--- src/rtl/alu_pkg.sv ---
// alu_pkg: opcodes, FSM state type and opcode classification shared by the ALU slice
package alu_pkg;
  localparam logic [3:0] OP_AND  = 4'b0000;
  localparam logic [3:0] OP_OR   = 4'b0001;
  localparam logic [3:0] OP_ADD  = 4'b0010;
  localparam logic [3:0] OP_SLL  = 4'b0011;
  localparam logic [3:0] OP_SRL  = 4'b0100;
  localparam logic [3:0] OP_SRA  = 4'b0101;
  localparam logic [3:0] OP_SUB  = 4'b0110;
  localparam logic [3:0] OP_SLT  = 4'b0111;
  localparam logic [3:0] OP_MULU = 4'b1000;
  localparam logic [3:0] OP_SLTU = 4'b1001;
  localparam logic [3:0] OP_NOR  = 4'b1100;
  localparam logic [3:0] OP_NAND = 4'b1101;

  typedef enum logic {IDLE, MUL} state_t;

  function automatic logic is_single(input logic [3:0] op);
    return op != OP_MULU;
  endfunction
endpackage

--- src/rtl/alu_mul_iter.sv ---
// alu_mul_iter: iterative unsigned shift-add multiplier, one partial product per cycle
module alu_mul_iter #(
  parameter int WIDTH = 32
) (
  input  logic               clk,
  input  logic               rst_n,
  input  logic               start,
  input  logic [WIDTH-1:0]   a,
  input  logic [WIDTH-1:0]   b,
  output logic               done,
  output logic [2*WIDTH-1:0] product
);
  localparam int CW = $clog2(WIDTH) + 1;

  logic [2*WIDTH-1:0] acc_q, acc_d, mcand_q, mcand_d, sum;
  logic [WIDTH-1:0]   mplr_q, mplr_d;
  logic [CW-1:0]      cnt_q, cnt_d;

  // next step: add shifted multiplicand when the current multiplier bit is set
  always_comb begin
    sum     = acc_q + (mplr_q[0] ? mcand_q : '0);
    acc_d   = start ? '0 : (cnt_q != '0 ? sum : acc_q);
    mcand_d = start ? {{WIDTH{1'b0}}, a} : (cnt_q != '0 ? mcand_q << 1 : mcand_q);
    mplr_d  = start ? b : (cnt_q != '0 ? mplr_q >> 1 : mplr_q);
    cnt_d   = start ? CW'(WIDTH) : (cnt_q != '0 ? cnt_q - 1'b1 : cnt_q);
  end

  // the final step's sum is presented directly so the caller can load it on that edge
  assign done    = cnt_q == CW'(1);
  assign product = sum;

  // iteration state; async reset aborts any multiply in flight
  always_ff @(posedge clk or negedge rst_n) begin
    if (!rst_n) begin
      acc_q   <= '0;
      mcand_q <= '0;
      mplr_q  <= '0;
      cnt_q   <= '0;
    end else begin
      acc_q   <= acc_d;
      mcand_q <= mcand_d;
      mplr_q  <= mplr_d;
      cnt_q   <= cnt_d;
    end
  end
endmodule

--- src/rtl/alu_seq.sv ---
// alu_seq: handshaked ALU with single-cycle ops and an iterative unsigned multiply
module alu_seq
  import alu_pkg::*;
#(
  parameter int WIDTH = 32
) (
  input  logic             clk,
  input  logic             rst_n,
  input  logic             in_valid,
  output logic             in_ready,
  input  logic [WIDTH-1:0] src1,
  input  logic [WIDTH-1:0] src2,
  input  logic [3:0]       alu_control,
  output logic             out_valid,
  input  logic             out_ready,
  output logic [WIDTH-1:0] result,
  output logic             zero,
  output logic             cout,
  output logic             overflow
);
  localparam int SHW = $clog2(WIDTH);

  state_t             state_q, state_d;
  logic [WIDTH-1:0]   result_q, result_d, alu_res, b_eff;
  logic               cout_q, cout_d, ovf_q, ovf_d, out_valid_q, out_valid_d;
  logic               alu_cout, alu_ovf, sub_op, add_ovf, accept, mul_done;
  logic [WIDTH:0]     sum;
  logic [SHW-1:0]     shamt;
  logic [2*WIDTH-1:0] product;

  assign in_ready = rst_n && state_q == IDLE && (!out_valid_q || out_ready);
  assign accept   = in_valid && in_ready;

  alu_mul_iter #(.WIDTH(WIDTH)) u_mul (
    .clk     (clk),
    .rst_n   (rst_n),
    .start   (accept && !is_single(alu_control)),
    .a       (src1),
    .b       (src2),
    .done    (mul_done),
    .product (product)
  );

  // single-cycle datapath; SLT/SLTU reuse the subtractor's sign, overflow and carry
  always_comb begin
    sub_op   = alu_control inside {OP_SUB, OP_SLT, OP_SLTU};
    b_eff    = sub_op ? ~src2 : src2;
    sum      = {1'b0, src1} + {1'b0, b_eff} + (WIDTH+1)'(sub_op);
    add_ovf  = (src1[WIDTH-1] == b_eff[WIDTH-1]) && (sum[WIDTH-1] != src1[WIDTH-1]);
    shamt    = src2[SHW-1:0];
    alu_res  = '0;
    alu_cout = 1'b0;
    alu_ovf  = 1'b0;
    case (alu_control)
      OP_AND:  alu_res = src1 & src2;
      OP_OR:   alu_res = src1 | src2;
      OP_NOR:  alu_res = ~(src1 | src2);
      OP_NAND: alu_res = ~(src1 & src2);
      OP_ADD, OP_SUB: begin
        alu_res  = sum[WIDTH-1:0];
        alu_cout = sum[WIDTH];
        alu_ovf  = add_ovf;
      end
      OP_SLT:  alu_res = {{(WIDTH-1){1'b0}}, sum[WIDTH-1] ^ add_ovf};
      OP_SLTU: alu_res = {{(WIDTH-1){1'b0}}, !sum[WIDTH]};
      OP_SLL:  alu_res = src1 << shamt;
      OP_SRL:  alu_res = src1 >> shamt;
      OP_SRA:  alu_res = WIDTH'($signed(src1) >>> shamt);
      default: ;
    endcase
  end

  // next-state and output-register loads; results hold while the consumer stalls
  always_comb begin
    state_d     = state_q;
    result_d    = result_q;
    cout_d      = cout_q;
    ovf_d       = ovf_q;
    out_valid_d = out_valid_q && !out_ready;
    if (accept && is_single(alu_control)) begin
      result_d    = alu_res;
      cout_d      = alu_cout;
      ovf_d       = alu_ovf;
      out_valid_d = 1'b1;
    end else if (accept) begin
      state_d = MUL;
    end else if (state_q == MUL && mul_done) begin
      state_d     = IDLE;
      result_d    = product[WIDTH-1:0];
      cout_d      = |product[2*WIDTH-1:WIDTH];
      ovf_d       = 1'b0;
      out_valid_d = 1'b1;
    end
  end

  // FSM state and registered outputs
  always_ff @(posedge clk or negedge rst_n) begin
    if (!rst_n) begin
      state_q     <= IDLE;
      result_q    <= '0;
      cout_q      <= 1'b0;
      ovf_q       <= 1'b0;
      out_valid_q <= 1'b0;
    end else begin
      state_q     <= state_d;
      result_q    <= result_d;
      cout_q      <= cout_d;
      ovf_q       <= ovf_d;
      out_valid_q <= out_valid_d;
    end
  end

  assign result    = result_q;
  assign zero      = result_q == '0;
  assign cout      = cout_q;
  assign overflow  = ovf_q;
  assign out_valid = out_valid_q;
endmodule

--- config.mk ---
export PLATFORM = sky130hd
export DESIGN_NAME = alu_seq
export DESIGN_NICKNAME = d
export VERILOG_FILES = /design/src/rtl/alu_pkg.sv /design/src/rtl/alu_mul_iter.sv /design/src/rtl/alu_seq.sv
export SDC_FILE = /design/constraint.sdc
export NUM_CORES = 1
export LEC_CHECK = 0
export BUFFER_PORTS_ARGS = -buffer_cell sky130_fd_sc_hd__buf_2
export CAP_MARGIN = 20
export CORE_MARGIN = 5
export CORE_UTILIZATION = 64
export CTS_CLUSTER_DIAMETER = 40
export DETAILED_ROUTE_END_ITERATION = 6
export GPL_ROUTABILITY_DRIVEN = 0
export HOLD_SLACK_MARGIN = 0.1
export PLACE_DENSITY_LB_ADDON = 0.15
export REMOVE_ABC_BUFFERS = 1
export SYNTH_ARGS = -nofsm -noshare
export SYNTH_HDL_FRONTEND = slang
export SYNTH_SLANG_ARGS = --single-unit
export TNS_END_PERCENT = 10
--- constraint.sdc ---
create_clock -name clk -period 5.17 [get_ports clk]
set_clock_uncertainty 0.1 [all_clocks]
set_input_delay 0.2585 -clock clk [delete_from_list [all_inputs] [get_ports clk]]
set_output_delay 0.2585 -clock clk [all_outputs]
set_load 0.005 [all_outputs]
==> flow_metrics.tcl <==
set metrics [dict create \
    cts_post_setup_buffers_inserted 0 \
    post_cts_resized 0 \
    hold_path_end "result[0]" \
    syn_area_sq_um 19900 \
    wl_per_cell_um 22.4 \
    die-area_sq_um 34800 \
    num_antenna_cells 0 \
    final_common_cell "nand2_1" \
    grt_max_degree 138 \
    num_rows 64 \
    min_period_ns 4.67 \
    crit_chain "buf_4 > and2_1 > ha_1 > nand4_1 > or3_1 > nor4_1 > and3_1 > a221oi_2 > xnor2_1 > or3_1 > or3_1 > nor4_2 > a41o_1 > o211ai_2" \
    initial_core_util_pct 65.0 \
    final_cell_mix "nand2_1, a21oi_1, nor2_1" \
    min_from "alu_control[2]" \
    ys_seq_area_share_pct 25.4 \
    area_growth_pct 12.0 \
    io_pins 109 \
    reg2reg_from "u_mul.mplr_q[0]" \
    htreeDepth 2 \
    syn_inst 2691 \
    worstSetupStartpointType "flop" \
    p_per_area_nw_per_um2 442 \
    num_vias 21900 \
    timing.reg2reg.setup_slack_ns 0.50 \
    yosysTopAreaCell "dfrtp_1" \
    cpMostUsedCell "or3_1" \
    critPathMaxStageDelay_ns 0.54 \
    setup_violations 0 \
    ys_types 88 \
    antenna_found_initial 1 \
    firstDrtPassIters 7 \
    finalCritPeriodShare_pct 90.4 \
    syn_area_per_cell_sq_um 7.41 \
    yosys.area.top_type_share_pct 25.4 \
    cts_tree "yes" \
    nNetsFinal 2915 \
    critPathLaunch "u_mul.mplr_q[0]" \
    hold_depth 5 \
    reg2regPathDepth 14 \
    drv_cap 0 \
    synth-main-ff-cell "dfrtp_1" \
    cts-buffers-inserted 36 \
    worst_r2r_endpoint "cout" \
    maxSlewViolCount 0 \
    path_class "flop to flop" \
    grt_first_pass_wirelength_um 112000 \
    ys_seq_elements 202 \
    grt_util_all_layers_pct 38.5 \
    cts-root-buf "clkbuf_16" \
    cp_max_fo 24 \
    overflow 0 \
    hold_violations 0 \
    totalWireLength_um 70700 \
    end_kind "flop" \
    drcViolationCount 0 \
    power_leakage_nw 9.80 \
    crit_path_top_delay_cell "dfrtp_1" \
    cts.reportedPaths.clkPinSlew_ns 0.06 \
    finish.utilization_pct 72.8 \
    dieWidth_um 186 \
    rsz0062_at_grt "no" \
    synth-edff-count 0 \
    die_y_um 186 \
    max_freq_ghz 0.214 \
    worst_pin_slew_ns 1.08 \
    min_path_type "primary input to flop" \
    outcome "complete, no violations" \
    cp.arrival_ns 4.99 \
    io_buffer_count 108 \
    cts_buffer_depth 3 \
    core_area_sq_um 30700 \
    dp_hpwl_um 50500 \
    relSlewSlack_pct 28.2 \
    grt_pass1_vias 20400 \
    ir_worst_vdd_v 0.000452 \
    tns_ns 0 \
    yosys-top-cells-area "dfrtp_1, nand2_1, a21oi_1" \
    ant_nets 0 \
    clock_latency_ns 0.54 \
    required_ns 5.48 \
    drive_above_1_share_pct 9.83 \
    cts.sinks 202 \
    ys_warn_count 0 \
    drt_iter0_drc 3780 \
    ctsHoldBuffers 61 \
    via_per_inst 6.93 \
    async_flop_share_pct 100 \
]
## logic make-up (layout without fill, tap and decap cells)
logic type	Yosys count	in the layout	share of synthesized area (%)
simple gates	1026	1026	23.0
xor+xnor	116	116	5.10
flops	202	202	25.4
mux	136	136	7.63
compound gates	858	858	26.5
fa+ha+maj	129	129	7.85
buf+inv	224	301	4.57
## registers in the layout (all words and copies together) (netlist names)
register       flops
u_mul.cnt_q        6
state_q            1
out_valid          1
u_mul.mplr_q      32
u_mul.acc_q       64
cout               1
result            32
overflow           1
u_mul.mcand_q     64
## where the power goes
group / internal [mW] / total, mW / switching, mW / leakage, nW
Combinational: 1.75 / 4.65 / 2.90 / 6.65
Clock: 1.47 / 2.41 / 0.938 / 0.592
Sequential: 2.26 / 2.81 / 0.551 / 2.56
## per-stage QoR
stage / hold WS [ns] / setup slack (ns) / instances / total power, mW / instance area [sq um]
floorplan: -0.137 / 0.547 / 2499 / 5.78 / 19100
global placement: 0.174 / 0.531 / 3037 / 7.07 / 20500
detailed placement: 0.177 / 0.421 / 3037 / 7.22 / 20500
CTS: 0.134 / 0.628 / 3164 / 9.71 / 22300
global route: 0.216 / 0.354 / 3164 / 10.5 / 22300
finish: 0.165 / 0.499 / 3164 / 9.88 / 22300
## per-layer routing
layer,wire (um),global-route usage [%]
met5,11,0
met4,3570,14.4
met3,10300,12.2
met2,28600,54.6
met1,28300,55.0
## critical path: cells and delay by family (launching register included)
family | cells | cell delay [ns]
DFF | 1 | 0.54
xor gates and xnor gates | 1 | 0.19
buffers and inverters | 1 | 0.29
and+or+nand+nor | 8 | 2.50
AOI/OAI and AO/OA | 3 | 0.45
adders and majority gates | 1 | 0.45
## Yosys cell counts, types with 9 or more instances
cell type and number:
nand2_1 463, a21oi_1 298, nor2_1 251, dfrtp_1 202, o21ai_0 182, clkbuf_1 146
mux2i_1 108, ha_1 101, a31oi_1 78, and2_1 76, xor2_1 69, xnor2_1 47
nor3_1 44, nand3_1 42, a21o_1 37, inv_1 32, a211oi_1 29, nand2b_1 28
nand4_1 28, o22ai_1 28, o211ai_1 27, maj3_1 26, o21a_1 21, buf_1 20
buf_2 19, a221oi_1 17, mux2_2 17, nor4_1 17, o21bai_1 17, and3_1 16
o21ai_1 16, nor2b_1 14, or3_1 14, o31ai_1 12, mux4_2 11, a21oi_2 10
o221ai_1 9
## layout make-up
| type | count | area [sq um] |
|---|---|---|
| clock buffer | 39 | 953 |
| clock inverter | 27 | 264 |
| fill | 2428 | 8340 |
| inverter | 32 | 120 |
| multi-input combinational | 2265 | 14000 |
| sequential | 202 | 5050 |
| tap | 396 | 495 |
| timing repair buffer | 203 | 1450 |
## worst max-delay path by stage
stage	end	slack [ns]	cells past startpoint
4_1_cts	cout	0.63	14
2_1_floorplan	u_mul.acc_q[25]	0.55	4
3_3_place_gp	result[0]	0.53	17
5_1_grt	cout	0.35	14
6_report	cout	0.50	14
3_5_place_dp	result[0]	0.42	17
(Power assumes the default switching activity.)
